===== config.mk =====
export PLATFORM = sky130hd
export DESIGN_NAME = uart_tx
export DESIGN_NICKNAME = d
export VERILOG_FILES = /design/src/rtl/uart_tx.sv
export SDC_FILE = /design/constraint.sdc
export NUM_CORES = 1
export LEC_CHECK = 0
export ABC_AREA = 1
export BUFFER_PORTS_ARGS = -buffer_cell sky130_fd_sc_hd__buf_2
export CAP_MARGIN = 20
export CORE_MARGIN = 3
export CORE_UTILIZATION = 48
export CTS_CLUSTER_SIZE = 10
export DETAILED_ROUTE_END_ITERATION = 10
export GPL_ROUTABILITY_DRIVEN = 0
export GPL_TIMING_DRIVEN = 1
export PLACE_DENSITY_LB_ADDON = 0.12
export SETUP_SLACK_MARGIN = 0.3
export SLEW_MARGIN = 10
export SYNTH_ARGS = -nofsm -noshare
export SYNTH_HDL_FRONTEND = slang
export SYNTH_SLANG_ARGS = --single-unit

===== constraint.sdc =====
create_clock -name i_clk -period 1.3 [get_ports i_clk]
set_input_delay 0.065 -clock i_clk [delete_from_list [all_inputs] [get_ports i_clk]]
set_output_delay 0.065 -clock i_clk [all_outputs]
set_load 0.01 [all_outputs]

===== src/rtl/uart_tx.sv =====
// uart_tx: valid/ready UART serialiser. Bits are timed by rising edges of i_baud
// (a divided clock synchronous to i_clk). Frame: start, data LSB-first, optional
// parity, stop bit(s). Defining UART_TX_PARITY_EN adds the parity bit.
module uart_tx #(
    parameter int p_data_bits  = 8,
    parameter int p_stop_bits  = 1,
    parameter int p_parity_odd = 0
) (
    input  logic                   i_clk,
    input  logic                   i_rst,
    input  logic                   i_baud,
    input  logic [p_data_bits-1:0] i_data,
    input  logic                   i_valid,
    output logic                   o_ready,
    output logic                   o_busy,
    output logic                   o_tx
);

    localparam int             BCW       = (p_data_bits > 1) ? $clog2(p_data_bits) : 1;
    localparam logic [BCW-1:0] LAST_BIT  = BCW'(p_data_bits - 1);
    localparam logic           LAST_STOP = 1'(p_stop_bits - 1);

`ifdef UART_TX_PARITY_EN
    typedef enum logic [2:0] {S_IDLE, S_PEND, S_START, S_DATA, S_PARITY, S_STOP} state_t;
`else
    typedef enum logic [2:0] {S_IDLE, S_PEND, S_START, S_DATA, S_STOP} state_t;
`endif

    state_t                 r_state;
    state_t                 w_state_nx;
    logic                   r_tx;
    logic                   w_tx_nx;
    logic                   r_ready;
    logic                   w_ready_nx;
    logic [BCW-1:0]         r_bit_cnt;
    logic [BCW-1:0]         w_bit_cnt_nx;
    logic                   r_stop_cnt;
    logic                   w_stop_cnt_nx;
    logic                   r_baud_q;
    logic                   w_tick;
    logic                   w_load;
    logic                   w_shift;
    logic [p_data_bits-1:0] r_shift;

`ifdef UART_TX_PARITY_EN
    logic                   r_parity;

    // Parity of the word being latched; odd parity inverts the even result.
    function automatic logic f_parity(input logic [p_data_bits-1:0] d);
        return (^d) ^ (p_parity_odd != 0);
    endfunction
`else
    logic                   w_unused_parity_cfg;
    assign w_unused_parity_cfg = (p_parity_odd != 0);
`endif

    // One-cycle pulse on each rising edge of the baud clock.
    assign w_tick  = i_baud & ~r_baud_q;
    assign o_ready = r_ready;
    assign o_busy  = ~r_ready;
    assign o_tx    = r_tx;

    // Control state, line driver and counters; reset puts the line back to idle at once.
    always_ff @(posedge i_clk or negedge i_rst) begin
        if (!i_rst) begin
            r_state    <= S_IDLE;
            r_tx       <= 1'b1;
            r_ready    <= 1'b1;
            r_bit_cnt  <= '0;
            r_stop_cnt <= 1'b0;
            r_baud_q   <= 1'b0;
        end else begin
            r_state    <= w_state_nx;
            r_tx       <= w_tx_nx;
            r_ready    <= w_ready_nx;
            r_bit_cnt  <= w_bit_cnt_nx;
            r_stop_cnt <= w_stop_cnt_nx;
            r_baud_q   <= i_baud;
        end
    end

    // Data word (and its parity) captured on acceptance, shifted right once per data bit.
    always_ff @(posedge i_clk) begin
        if (w_load) begin
            r_shift  <= i_data;
`ifdef UART_TX_PARITY_EN
            r_parity <= f_parity(i_data);
`endif
        end else if (w_shift) begin
            r_shift  <= r_shift >> 1;
        end
    end

    // Next-state logic: acceptance in IDLE, every other transition waits for a baud tick.
    always_comb begin
        w_state_nx    = r_state;
        w_tx_nx       = r_tx;
        w_ready_nx    = r_ready;
        w_bit_cnt_nx  = r_bit_cnt;
        w_stop_cnt_nx = r_stop_cnt;
        w_load        = 1'b0;
        w_shift       = 1'b0;
        case (r_state)
            S_IDLE: begin
                if (i_valid && r_ready) begin
                    w_load     = 1'b1;
                    w_ready_nx = 1'b0;
                    w_state_nx = S_PEND;
                end
            end
            S_PEND: begin
                if (w_tick) begin
                    w_tx_nx    = 1'b0;
                    w_state_nx = S_START;
                end
            end
            S_START: begin
                if (w_tick) begin
                    w_tx_nx      = r_shift[0];
                    w_bit_cnt_nx = '0;
                    w_state_nx   = S_DATA;
                end
            end
            S_DATA: begin
                if (w_tick) begin
                    w_shift = 1'b1;
                    if (r_bit_cnt == LAST_BIT) begin
`ifdef UART_TX_PARITY_EN
                        w_tx_nx       = r_parity;
                        w_state_nx    = S_PARITY;
`else
                        w_tx_nx       = 1'b1;
                        w_stop_cnt_nx = 1'b0;
                        w_state_nx    = S_STOP;
`endif
                    end else begin
                        w_tx_nx      = r_shift[1];
                        w_bit_cnt_nx = r_bit_cnt + BCW'(1);
                    end
                end
            end
`ifdef UART_TX_PARITY_EN
            S_PARITY: begin
                if (w_tick) begin
                    w_tx_nx       = 1'b1;
                    w_stop_cnt_nx = 1'b0;
                    w_state_nx    = S_STOP;
                end
            end
`endif
            S_STOP: begin
                if (w_tick) begin
                    if (r_stop_cnt == LAST_STOP) begin
                        w_ready_nx = 1'b1;
                        w_state_nx = S_IDLE;
                    end else begin
                        w_stop_cnt_nx = r_stop_cnt + 1'b1;
                    end
                end
            end
            default: begin
                w_tx_nx    = 1'b1;
                w_ready_nx = 1'b1;
                w_state_nx = S_IDLE;
            end
        endcase
    end

endmodule


-- Word-level counts from Yosys, hierarchy flattened
Cells that the tools add are included.
- $add $sub $neg: 2
- eq/ne operators: 13
- muxes and demuxes: 32
- bitwise logic cells: 5
- reduce and logical (&&, ||, !) cells: 12
- operator list (cell ; count):
    $mux W3 ; 10
    $mux W8 ; 2
    $ne A2 B2 Y1 const B ; 8
    $reduce_and A4 Y1 ; 4
    $mux W1 ; 15
    $pmux W3 S5 ; 1
    $reduce_and A7 Y1 ; 1
    $eq A3 B2 Y1 const B ; 2
    $eq A3 B3 Y1 const B ; 2
    $pmux W3 S2 ; 1
    $reduce_bool A2 Y1 ; 3
    $not A1 Y1 ; 4
    $pmux W1 S4 ; 1
    $add A3 B1 Y3 const B ; 1
    $eq A3 B1 Y1 const B ; 1
    $logic_not A3 Y1 ; 1
    $pmux W1 S3 ; 1
    $reduce_or A3 Y1 ; 1
    $pmux W1 S2 ; 1
    $reduce_or A2 Y1 ; 1
    $add A1 B1 Y1 const B ; 1
    $and A1 B1 Y1 ; 1
    $logic_and A1 B1 Y1 ; 1
- flip-flop bits (word level): 18
- input bits: 12
- output and inout bits: 3

-- Logic depth before layout (Yosys ltp)
- depth in word-level cells: 6
- gate-level depth with buffers: 7

-- Worst setup path before layout
No wires, ideal clock.
- path kind: reg-to-reg
- start: register r_ready, in the netlist o_ready
- end: register r_shift[0] (enable)
- library setup time: 0.329 ns
- arrival: 1.126 ns
- setup slack: -0.155 ns
- cell stages (with the launch flop): 5
- period minus slack after synthesis: 1.455 ns
- path through: dfstp_2 nand3_4 nor2_4 inv_2 nand2_1
- longest elaborated chain between the ends: 4
- RTL lines (item ; RTL line ; RTL):
    start, declared ; 33 ; logic r_ready;
    start signal, assigned ; 75 ; r_ready <= w_ready_nx;
    $logic_and A1 B1 Y1 ; 105 ; if (i_valid && r_ready) begin
    $mux W1 ; 105 ;
    $mux W1 ; 103 ; case (r_state)
    $reduce_bool A2 Y1 (no line) ; n/a ;
    end signal, assigned ; 85 ; r_shift <= i_data;
    end signal, assigned ; 90 ; r_shift <= r_shift >> 1;
    end, declared ; 43 ; logic [p_data_bits-1:0] r_shift;
Every way passes these cells.
A chain may end at the register's enable or synchronous reset.

-- Final worst setup path
- start: register r_bit_cnt[1]
- end: register r_bit_cnt[1]
- longest elaborated chain between the ends: 4
- elaborated cells between the ends (all ways): 7
- those cells by class: add/sub (1); eq/ne (2); mux (3); reduce/logical (1)
- RTL lines (item ; RTL line ; RTL):
    start, declared ; 35 ; logic [BCW-1:0] r_bit_cnt;
    start signal, assigned ; 76 ; r_bit_cnt <= w_bit_cnt_nx;
    $add A3 B1 Y3 ; 138 ; w_bit_cnt_nx = r_bit_cnt + BCW'(1);
    $mux W3 ; 127 ; if (r_bit_cnt == LAST_BIT) begin
    $mux W3 ; 125 ; if (w_tick) begin
    $pmux W3 S2 ; 103 ;
Several ways; a longest one is shown, not always the timed one. The select of a mux whose other input is x is not followed.

==> out/results.txt <==
Status -> finished, violations left
Failing checks -> setup timing
Slew @ Worst Pin -> 223 ps
Mean area per synthesized cell -> 8.75 µm²
Area grow syn2layout -> 37.0%
Core area -> 1610 µm²
Count of input and output buffers -> 14
DRC -> 0
Tmin final -> 1310 ps
Worst hold stages -> 3
Row count -> 14
I/O pin count -> 15
Largest net degree at the start of global routing -> 12
CTS tree -> built
Die Footprint -> 2390 µm²
Initial antenna violation count -> 0
Final setup viols -> 10
DR vias -> 758
Maximum clock path buffer count -> 2
Clock Latency Late Sink -> 290 ps
FF-to-FF path depth -> 6
WL/cell -> 11.8 µm
Synthesized Nets -> 115
Antenna cells -> 0
Cell accounting for the most synthesized area -> edfxtp_1
DP Wirelength -> 1.34 mm
Crit path capture type -> flop
Clk root buf -> clkbuf_4
Sequential share of the synthesized area -> 53.0%
M1 WL -> 800 µm
# clock sinks -> 17
RSZ-0062 raised after global routing -> true
CP startpoint kind -> flop
Global-route wire length before repair -> 3.24 mm
Via/cell ratio -> 4.86
Util after Layout -> 75.1%
ANT nets after route -> 0
1st-pass router iterations -> 4
Commonest register cell after synthesis -> edfxtp_1
Vias in the first global route -> 756
Fin. max-slew vios -> 0
Worst vdd ir -> 1.05 mV
Layout cell share with drive strength beyond 1 -> 40.2%
Share of the synthesized area in the top cell type -> 27.2%
WP data required -> 1480 ps
Initial drt markers -> 12
DRT Wirelength -> 1.84 mm
Most frequent cell after synthesis -> nand2_1
DR top layer -> met4
Die height -> 48.9 µm
Nets -> 147
Htree depth -> 1
Metal2 WL -> 941 µm
WS Path Type -> flop to flop
Clock Skew -> 6.06 ps
Syn Inst Count -> 101
CP Max Fanout -> 5
Leak pwr -> 0.572 nW
Final setup margin -> -8.94 ps
PD cells -> 1950 nW/µm²
Post-synth EDFFs -> 8
Final hold viol count -> 0
Grt ovf -> 0
Post-synth ARST share -> 52.9%
Fmax -> 764 MHz
Initial core utilization -> 54.8%
Mapped cell area -> 883 µm²
#FFs+latches synth -> 17
Period utilisation layout -> 101%
WHS -> 29.3 ps
DR WL met3 -> 62 µm
Clock slew seen by the registers of the worst setup and hold paths -> 110 ps
Netlist cell types -> 20
Critical Path AT -> 1490 ps
Die W -> 48.9 µm
TritonCTS Buffers -> 3
Hold Crit Class -> input pin to flop
GRT Util Overall -> 17.9%
Synth warn -> 0
Rel. slew slack -> 85.2%
Synth area leaders -> edfxtp_1 27%, dfrtp_1 20%, nand2_1 18%, dfstp_2 5.9%, nand3_2 3.4%
Max_cap viols -> 0
Synth cell count leaders -> 42 x nand2_1, 8 x edfxtp_1, 7 x dfrtp_1, 7 x inv_1, 7 x nor2_1
## final cells by class
type,count,area (µm²)
clock inverters,1,7.51
flip-flops and latches,17,468
repair buffers,28,210
multi-input cells,72,425
fillers,122,402
inverters,11,46.3
clock buffers,3,22.5
well taps,24,30.0
## per-layer routing
metal  GRT usage, %  up-vias
li1               -      392
met1           21.4      349
met2           30.1       12
met3           4.28        5
met4           8.53        0
met5              0        -
## sequential cells by signal (all words and copies together) (netlist names)
register	count
r_shift	8
r_bit_cnt	3
r_state	3
o_ready	1
o_tx	1
r_baud_q	1
## per-stage QoR
step / instance area [µm²] / power (W) / cells / setup TNS [ps] / setup slack (ps)
6_report: 1210 / 0.00236 / 156 / -42.9 / -8.94
5_1_grt: 1210 / 0.00257 / 156 / -736 / -99.8
3_5_place_dp: 1060 / 0.00185 / 146 / 0 / 22.4
3_3_place_gp: 1060 / 0.00182 / 146 / 0 / 49.1
4_1_cts: 1200 / 0.00235 / 156 / 0 / 22.7
2_1_floorplan: 913 / 0.00157 / 101 / -167 / -20.8
## kinds of logic (layout without fill, tap and decap cells)
kind of cell	count (synthesis)	in the layout	share of synthesized area, %
flops	17	17	53.0
compound gates	6	6	4.25
fa+ha+maj	2	2	2.83
simple gates	64	64	34.0
buf+inv	12	43	5.95
## report_power, final
| group | internal [W] | switching, W | leakage [nW] |
|---|---|---|---|
| clock | 0.000117 | 0.000175 | 0.0139 |
| combinational | 0.000522 | 0.000630 | 0.371 |
| sequential | 0.000800 | 0.000120 | 0.186 |
| total | 0.00144 | 0.000924 | 0.572 |
## critical path, stage by stage (launching register included)
cell	delay (ps)
dfrtp_1	400
ha_2	200
ha_4	170
nand2_2	60
nand4_1	190
nand2_1	120
o21ai_1	70
## cell usage in the layout, fill, tap and decap left out
cell and instances:
nand2_1 38, buf_4 9, inv_4 2, buf_6 6, nand3_2 2, nand4_1 4, inv_2 1, clkinv_1 2
dfrtp_1 7, buf_2 11, nor2_1 4, o21ai_1 3, a21oi_1 1, nand2_2 4, o31ai_2 1, nor2_2 3
ha_2 1, inv_1 6, dlygate4sd3_1 2, nand3_1 4, nand2_8 1, nand3_4 2, dfstp_2 2, ha_4 1
clkinvlp_4 1, clkbuf_4 3, a21oi_2 1, edfxtp_1 8, nor2_4 2
## worst paths after layout
path,from,end,slack (ps)
min in group asynchronous,i_rst,r_bit_cnt[0]$_DFFE_PN0P_,170
max in group asynchronous,i_rst,o_tx$_DFFE_PN1P_,880
max reg2reg,r_bit_cnt[1]$_DFFE_PN0P_,r_bit_cnt[1]$_DFFE_PN0P_,-9
min reg2reg,r_shift[7]$_SDFFCE_PN0P_,r_shift[6]$_DFFE_PP_,520
min,i_data[1],r_shift[1]$_DFFE_PP_,30
max,r_bit_cnt[1]$_DFFE_PN0P_,r_bit_cnt[1]$_DFFE_PN0P_,-9
## what timing repair did
item | in CTS | in global routing
hold buffers | 2 | 0
endpoints found under the hold margin | 10 | 0
pin swaps | 3 | 1
resized for setup | 12 | 4
buffers inserted | 4 | 0
endpoints found under the setup margin | 27 | 27
(Power assumes the default switching activity.)
